**src/rtl/stage3_execute.sv**
```systemverilog
// Execute stage: ALU, branch/jump resolution, zero/neg flag register and
// the EX/MEM pipeline register with stall (hold) and flush (bubble) control.
module stage3_execute #(
    parameter int DW = 32,
    parameter int RW = 6
) (
    input  logic          clk,
    input  logic          rst,
    input  logic          in_valid,
    input  logic          stall,
    input  logic          flush,
    input  logic [DW-1:0] in_imm,
    input  logic [RW-1:0] in_rd,
    input  logic [DW-1:0] in_rd1,
    input  logic [DW-1:0] in_rd2,
    input  logic [DW-1:0] in_PC,
    input  logic          in_brz,
    input  logic          in_brn,
    input  logic          in_j,
    input  logic          in_regw,
    input  logic          in_wai,
    input  logic          in_memw,
    input  logic          in_memr,
    input  logic          in_alusrc,
    input  logic [2:0]    in_aluop,
    output logic          flag_z,
    output logic          flag_n,
    output logic          redirect,
    output logic [DW-1:0] redirect_pc,
    output logic          out_valid,
    output logic [DW-1:0] out_alu,
    output logic [DW-1:0] out_rd2,
    output logic [RW-1:0] out_rd,
    output logic [DW-1:0] out_PC,
    output logic          out_regw,
    output logic          out_wai,
    output logic          out_memw,
    output logic          out_memr
);

    localparam logic [2:0] OP_ADD   = 3'b000;
    localparam logic [2:0] OP_SUB   = 3'b001;
    localparam logic [2:0] OP_NEG   = 3'b010;
    localparam logic [2:0] OP_PASSA = 3'b011;
    localparam logic [2:0] OP_PASSB = 3'b100;

    logic [DW-1:0] operand_b_s;
    logic [DW-1:0] alu_s;
    logic          load_s;
    logic          flag_upd_s;

    logic          flag_z_r;
    logic          flag_n_r;
    logic          valid_r;
    logic [DW-1:0] alu_r;
    logic [DW-1:0] rd2_r;
    logic [RW-1:0] rd_r;
    logic [DW-1:0] pc_r;
    logic          regw_r;
    logic          wai_r;
    logic          memw_r;
    logic          memr_r;

    // Operand B select and the ALU itself (wraps modulo 2^DW).
    always_comb begin
        operand_b_s = in_rd2;
        alu_s       = {DW{1'b0}};
        if (in_alusrc) begin
            operand_b_s = in_imm;
        end else begin
            operand_b_s = in_rd2;
        end
        case (in_aluop)
            OP_ADD:   alu_s = in_rd1 + operand_b_s;
            OP_SUB:   alu_s = in_rd1 - operand_b_s;
            OP_NEG:   alu_s = {DW{1'b0}} - in_rd1;
            OP_PASSA: alu_s = in_rd1;
            OP_PASSB: alu_s = operand_b_s;
            default:  alu_s = {DW{1'b0}};
        endcase
    end

    // Redirect uses the registered (older) flags, never the in-flight result.
    always_comb begin
        redirect    = in_valid & ~flush &
                      (in_j | (in_brz & flag_z_r) | (in_brn & flag_n_r));
        redirect_pc = in_rd1;
    end

    // The register loads a real slot only when neither held nor flushed;
    // only register-writing non-load instructions update the flags.
    always_comb begin
        load_s     = ~stall & ~flush;
        flag_upd_s = load_s & in_valid & in_regw & ~in_memr;
    end

    // EX/MEM register: reset, hold on stall, bubble on flush, else load.
    always_ff @(posedge clk) begin
        if (rst) begin
            valid_r <= 1'b0;
            alu_r   <= {DW{1'b0}};
            rd2_r   <= {DW{1'b0}};
            rd_r    <= {RW{1'b0}};
            pc_r    <= {DW{1'b0}};
            regw_r  <= 1'b0;
            wai_r   <= 1'b0;
            memw_r  <= 1'b0;
            memr_r  <= 1'b0;
        end else if (stall) begin
            valid_r <= valid_r;
        end else if (flush) begin
            // Data fields are don't-care in a bubble; loading them is harmless.
            valid_r <= 1'b0;
            alu_r   <= alu_s;
            rd2_r   <= in_rd2;
            rd_r    <= in_rd;
            pc_r    <= in_PC;
            regw_r  <= 1'b0;
            wai_r   <= 1'b0;
            memw_r  <= 1'b0;
            memr_r  <= 1'b0;
        end else begin
            valid_r <= in_valid;
            alu_r   <= alu_s;
            rd2_r   <= in_rd2;
            rd_r    <= in_rd;
            pc_r    <= in_PC;
            regw_r  <= in_regw & in_valid;
            wai_r   <= in_wai  & in_valid;
            memw_r  <= in_memw & in_valid;
            memr_r  <= in_memr & in_valid;
        end
    end

    // Architectural zero/neg flags fed back to decode.
    always_ff @(posedge clk) begin
        if (rst) begin
            flag_z_r <= 1'b0;
            flag_n_r <= 1'b0;
        end else if (flag_upd_s) begin
            flag_z_r <= (alu_s == {DW{1'b0}});
            flag_n_r <= alu_s[DW-1];
        end else begin
            flag_z_r <= flag_z_r;
            flag_n_r <= flag_n_r;
        end
    end

    assign flag_z    = flag_z_r;
    assign flag_n    = flag_n_r;
    assign out_valid = valid_r;
    assign out_alu   = alu_r;
    assign out_rd2   = rd2_r;
    assign out_rd    = rd_r;
    assign out_PC    = pc_r;
    assign out_regw  = regw_r;
    assign out_wai   = wai_r;
    assign out_memw  = memw_r;
    assign out_memr  = memr_r;

endmodule

```
**config.mk**
```make
export PLATFORM = sky130hd
export DESIGN_NAME = stage3_execute
export DESIGN_NICKNAME = d
export VERILOG_FILES = /design/src/rtl/stage3_execute.sv
export SDC_FILE = /design/constraint.sdc
export NUM_CORES = 1
export LEC_CHECK = 0
export ABC_AREA = 1
export BUFFER_PORTS_ARGS = -buffer_cell sky130_fd_sc_hd__buf_4
export CELL_PAD_IN_SITES_DETAIL_PLACEMENT = 1
export CELL_PAD_IN_SITES_GLOBAL_PLACEMENT = 2
export CORE_MARGIN = 3
export CORE_UTILIZATION = 26
export CTS_CLUSTER_SIZE = 16
export DETAILED_ROUTE_END_ITERATION = 8
export GPL_TIMING_DRIVEN = 0
export MAX_ROUTING_LAYER = met4
export PLACE_DENSITY_LB_ADDON = 0.25
export SLEW_MARGIN = 20
export SYNTH_ARGS = -nofsm -noshare
export SYNTH_HDL_FRONTEND = slang
export SYNTH_SLANG_ARGS = --single-unit
```
**constraint.sdc**
```tcl
create_clock -name clk -period 3.9 [get_ports clk]
set_input_delay 0 -clock clk [delete_from_list [all_inputs] [get_ports clk]]
set_output_delay 0 -clock clk [all_outputs]
set_load 0.005 [all_outputs]
```
# Word-level counts from Yosys, hierarchy flattened
# Cells that the tools add are included.
# classes
addsub,3
eq_ne,4
muxes,7
bitwise_logic,17
reduce_logical,2
# ops
operator,n
$pmux 32 s5,1
$add 32x32->32,1
$logic_not 32->1,1
$mux 32,1
$sub 1x32->32 const A,1
$sub 32x32->32,1
$and 1x1->1,12
$eq 3x2->1 const B,2
$mux 1,5
$eq 3x1->1 const B,1
$eq 3x3->1 const B,1
$logic_not 3->1,1
$not 1->1,3
$or 1x1->1,2
# totals
regBits,109
input_bits,150
out_inout_bits,142
wordCells,44

# Logic depth before layout (Yosys ltp)
# logic_depth
word_depth,5
depth_mapped,32
mapped_depth_nobuf,31

# Worst setup path before layout
# Ideal clock, no wire load.
# synth_timing
kind,input to register
from,in in_alusrc
to,reg flag_z_r (netlist: flag_z)
setup_ns,0.071
t_arrival_ns,3.177
required_ns,3.829
setup_slack_ns,0.653
cell_stages,28
path_buffers,2
path_cell_list,buf_6 buf_6 nand2_1 nand2_1 inv_2 ha_1 inv_1 nor3_2 nand2_1 nor2_4 nand2_2 nor2_2 inv_1 o31ai_1 xor2_1 ha_1 nand2_1 nand2_1 a21oi_1 a21boi_0 o21ai_0 a21oi_1 nand3_1 nand3_1 nand3_1 nor2_1 nand3_1 a21oi_1
# synth_between
elab_chain_cells,4
elab_cells_between_ends,5
cone_classes,2 x add/sub; 2 x mux; 1 x reduce/logical
# synth_lines
element,line,source
"start, declared",24,"input logic in_alusrc,"
$mux 32 *,68,if (in_alusrc) begin
$sub 32x32->32 or $add 32x32->32 (tied branches),"75, 74",
$pmux 32 s5 *,73,case (in_aluop)
$logic_not 32->1 *,141,flag_z_r <= (alu_s == {DW{1'b0}});
"end signal, assigned",141,
"end signal, assigned",144,flag_z_r <= flag_z_r;
"end, declared",52,logic flag_z_r;
# Mark *: on every way between the ends. The rest lies on a longest branch, timed or not.
# A chain may end at the register's enable or synchronous reset.

# Final worst setup path
# layout_timing
from,in in_rd2[12]
to,reg flag_z_r (netlist: flag_z)
# layout_between
elab_chain_cells,4
elab_cells_between_ends,5
cone_classes,2 x add/sub; 2 x mux; 1 x reduce/logical
# layout_lines
element,line,source
"start, declared",15,"input logic [DW-1:0] in_rd2,"
$mux 32 *,68,
$sub 32x32->32 or $add 32x32->32 (tied branches),"75, 74",
$pmux 32 s5 *,73,
$logic_not 32->1 *,141,
# Marks and branches as above.

==> flow_summary.html <==
<table>
<tr><th>Metric</th><th>Value</th></tr>
<tr><th colspan="2">Floorplan</th></tr>
<tr><td>Vert. Die Dim</td><td>197 um</td></tr>
<tr><td>Placeable core region</td><td>35700 um2</td></tr>
<tr><td>Total Die Area</td><td>38700 um2</td></tr>
<tr><td>Number of top-level pins</td><td>292</td></tr>
<tr><td>Starting density of the core</td><td>0.265</td></tr>
<tr><td>Placement row count</td><td>69</td></tr>
<tr><td>Chip Width</td><td>197 um</td></tr>
<tr><th colspan="2">Hold path</th></tr>
<tr><td>Worst Hold Depth</td><td>6</td></tr>
<tr><td>Worst min-delay path endpoint</td><td>out_memr$_SDFFE_PP0N_</td></tr>
<tr><td>Hold wc startpoint</td><td>flush</td></tr>
<tr><td>Worst min path class</td><td>input pin to register</td></tr>
<tr><th colspan="2">GRT</th></tr>
<tr><td>Number of antenna violations at the first check in global routing</td><td>0</td></tr>
<tr><td>Gr usage total</td><td>0.244</td></tr>
<tr><td>Maximum number of pins on one net before global-route repair</td><td>19</td></tr>
<tr><td>Global-route wire length before repair</td><td>70600 um</td></tr>
<tr><td>Remaining global-route overflow</td><td>0</td></tr>
<tr><td>Vias in the first global route</td><td>12200</td></tr>
<tr><th colspan="2">Timing</th></tr>
<tr><td>Number of max-slew violations in the final report</td><td>0</td></tr>
<tr><td>Relative slew margins</td><td>0.500</td></tr>
<tr><td>Upper clock frequency limit</td><td>279 MHz</td></tr>
<tr><td>Clock Skews</td><td>0 ns</td></tr>
<tr><td>Worst-Margin Slew</td><td>0.750 ns</td></tr>
<tr><td>Total count of hold-check failures in the final report</td><td>0</td></tr>
<tr><td>Shortest period the worst path allows</td><td>3.58 ns</td></tr>
<tr><td>Unrepaired setup endpoints after global routing</td><td>false</td></tr>
<tr><td>Tcrit/Tclk final</td><td>0.918</td></tr>
<tr><td>Setup violators final</td><td>0</td></tr>
<tr><td>Worst hold slack</td><td>0.0948 ns</td></tr>
<tr><th colspan="2">Routing</th></tr>
<tr><td>Total iterations of the first detailed-routing run</td><td>5</td></tr>
<tr><td>Vias after detailed routing</td><td>11700</td></tr>
<tr><td>Iteration-0 DRC count of the detailed router</td><td>551</td></tr>
<tr><td>Routed via count divided by cell count</td><td>4.68</td></tr>
<tr><td>Number of design rule violations left after detail routing</td><td>0</td></tr>
<tr><td>Average wire per standard cell</td><td>18.6 um</td></tr>
<tr><td>Detail Route Antenna Nets</td><td>0</td></tr>
<tr><td>Post-detailed-routing wire length</td><td>46600 um</td></tr>
<tr><th colspan="2">Synth</th></tr>
<tr><td>Number of flops mapped to enable cells by yosys</td><td>0</td></tr>
<tr><td>Avg Inst Size Synth</td><td>5.70 um2</td></tr>
<tr><td>Top post-synthesis cells by area</td><td>dfxtp_1 (23%), nand2_1 (17%), nor2_1 (12%)</td></tr>
<tr><td>Post-synth top area share</td><td>0.231</td></tr>
<tr><td>Count of distinct cell types in the synthesized netlist</td><td>42</td></tr>
<tr><td>Asr flop ratio synth</td><td>0</td></tr>
<tr><td>Post-synth top flop</td><td>dfxtp_1</td></tr>
<tr><td>Mapped Cells</td><td>1659</td></tr>
<tr><td>Net count of the mapped netlist</td><td>1843</td></tr>
<tr><td>Cell Area, Synth</td><td>9460 um2</td></tr>
<tr><td>Synth warn</td><td>0</td></tr>
<tr><td>Portion of the post-synthesis area used by sequential elements</td><td>0.231</td></tr>
<tr><td>Post-synth top area cell</td><td>dfxtp_1</td></tr>
<tr><td>Flip-flop and latch count after synthesis</td><td>109</td></tr>
<tr><th colspan="2">Cells and area</th></tr>
<tr><td>Number of antenna repair diodes</td><td>0</td></tr>
<tr><td>Post-route design area</td><td>13400 um2</td></tr>
<tr><td>Most frequent standard cell in the layout excluding fill and tap cells</td><td>nand2_1</td></tr>
<tr><td>Most frequent cells in the layout</td><td>nand2_1 (412), buf_4 (325), nor2_1 (298)</td></tr>
<tr><td>Final Util</td><td>0.376</td></tr>
<tr><td>Fin cells</td><td>2504</td></tr>
<tr><td>Area added between synthesis and finish</td><td>42.1%</td></tr>
<tr><td>Final net count</td><td>2223</td></tr>
<tr><td>Fraction of layout instances using a drive strength above 1</td><td>0.213</td></tr>
<tr><th colspan="2">CTS</th></tr>
<tr><td>Number of buffers on the longest clock path</td><td>2</td></tr>
<tr><td>Clock latency on the worst-skew pair</td><td>0.36 ns</td></tr>
<tr><td>Clock tree from TritonCTS</td><td>built</td></tr>
<tr><td>Inserted Clock Buffers</td><td>9</td></tr>
<tr><td>Sink count of the clock tree</td><td>109</td></tr>
<tr><td>H-tree depth</td><td>3</td></tr>
<tr><td>CTS root buf</td><td>clkbuf_16</td></tr>
<tr><td>Clk pin slew, worst setup/hold paths</td><td>0.08 ns</td></tr>
<tr><th colspan="2">Worst setup path</th></tr>
<tr><td>Cell count of the worst reg-to-reg path</td><td>3</td></tr>
<tr><td>Startpoint of the most critical register-to-register path</td><td>flag_n$_SDFFE_PP0P_</td></tr>
<tr><td>Critical path origin</td><td>in_rd2[12]</td></tr>
<tr><td>Slack of the worst reg-to-reg path</td><td>3.13 ns</td></tr>
<tr><td>Kind of capture point of the worst setup path</td><td>register</td></tr>
<tr><td>Maximum fanout encountered on the critical timing path</td><td>5</td></tr>
<tr><td>Critical-path top delay cell</td><td>dlygate4sd3_1</td></tr>
<tr><td>Cell repeated most along the worst path</td><td>nand2_1</td></tr>
<tr><td>Endpoint of the worst register-to-register path</td><td>flag_n$_SDFFE_PP0P_</td></tr>
<tr><td>Path type of the worst setup path</td><td>input pin to register</td></tr>
<tr><td>Req. time, crit path</td><td>4.20 ns</td></tr>
<tr><td>Worst Setup Start Kind</td><td>input pin</td></tr>
<tr><td>Data arrival at the endpoint of the critical path</td><td>3.88 ns</td></tr>
<tr><td>Largest stage delay on the critical path</td><td>0.53 ns</td></tr>
<tr><th colspan="2">Power and ir drop</th></tr>
<tr><td>Pwr dens</td><td>282 nW/um2</td></tr>
<tr><td>Worst IR drop on VDD</td><td>0.000209 V</td></tr>
<tr><td>Lkg Pwr</td><td>7.05 nW</td></tr>
<tr><th colspan="2">Run status</th></tr>
<tr><td>Result of the run</td><td>complete, no violations</td></tr>
<tr><th colspan="2">Run</th></tr>
<tr><td>Max Cap Viol</td><td>0</td></tr>
<tr><th colspan="2">Placed design</th></tr>
<tr><td>Placed Cells</td><td>2409</td></tr>
<tr><td>Placed standard-cell area</td><td>12200 um2</td></tr>
<tr><td>Detail Placement HPWL</td><td>39500 um</td></tr>
<tr><td>Count of port buffers added during placement</td><td>289</td></tr>
<tr><td>Routability congestion estimate from global placement</td><td>0.905</td></tr>
</table>
==> metal layers <==
layer,share of wire,up-vias,track usage
li1,-,5946,-
met1,0.46,5479,0.318
met2,0.46,259,0.394
met3,0.057,31,0.0465
met4,0.020,0,0.0554
met5,0,-,-
==> per-stage QoR <==
step	TNS [ns]	worst slack, ns	power [mW]
CTS	0	0.0767	3.78
floorplan	0	0.653	2.12
global placement	-0.507	-0.260	2.78
detailed placement	-0.793	-0.295	2.80
finish	0	0.320	3.79
global route	0	0.0188	4.07
==> what timing repair did <==
action                                 CTS  global route
endpoints found under the hold margin   77             0
setup endpoints to repair                0             5
setup buffers                            0             3
gates resized for setup                  0            50
hold buffers                            77             0
==> worst max path at each step <==
stage	end	cells after the start	slack, ns
5_1_grt	flag_z$_SDFFE_PP0P_	31	0.02
6_report	flag_z$_SDFFE_PP0P_	31	0.32
4_1_cts	flag_z$_SDFFE_PP0P_	27	0.08
3_3_place_gp	flag_z$_SDFFE_PP0P_	30	-0.26
3_5_place_dp	flag_z$_SDFFE_PP0P_	30	-0.30
2_1_floorplan	flag_z$_SDFFE_PP0P_	28	0.65
==> critical path: cells and delay by family <==
family,cells,cell delay (ns)
buffers and inverters,6,0.95
AND/OR/NAND/NOR,21,2.19
AO/OA/AOI/OAI,2,0.25
adder cells (fa/ha/maj),1,0.39
XOR/XNOR,1,0.09
==> state kept, by name, indices dropped and copies added, names as in the netlist <==
signal     cells
out_PC        32
out_alu       32
out_rd2       32
out_rd         6
flag_n         1
flag_z         1
out_memr       1
out_memw       1
out_regw       1
out_valid      1
out_wai        1
==> cell usage after synthesis, drive strengths merged, types with 2 or more instances <==
master  count
a21oi      46
nand3     114
clkbuf     45
xor2       27
buf        41
xnor2       7
dfxtp     109
or2         8
nor3       15
o211ai     17
ha         33
a22oi      19
nor2      319
o31ai       2
a31oi       3
nand4      21
nor4        2
o22ai       4
o21bai      6
nand2     433
inv       241
o21ai     128
nand3b     12
==> where the power goes <==
part / internal, mW / total, mW / switching (mW) / leakage (nW)
logic: 0.656 / 1.66 / 1.00 / 6.02
clock network: 0.437 / 0.898 / 0.462 / 0.126
registers: 1.19 / 1.24 / 0.0451 / 0.904
total: 2.28 / 3.79 / 1.51 / 7.05
==> final cells by class <==
cell class / count / area [um2]
inverter: 241 / 907
tap: 461 / 577
clock inverter: 6 / 47.5
clock buffer: 9 / 225
buffer: 86 / 484
sequential: 109 / 2180
multi-input combinational: 1223 / 6060
fill: 4804 / 22300
timing repair buffer: 369 / 2960
==> cell families after synthesis <==
group                    synth area share
XOR/XNOR                           0.0315
AO/OA/AOI/OAI                       0.137
adder cells (fa/ha/maj)            0.0458
buffers and inverters               0.147
flip-flops                          0.231
multiplexers                      0.00106
AND/OR/NAND/NOR                     0.407
Note: power is estimated with default switching activity, not from simulation.
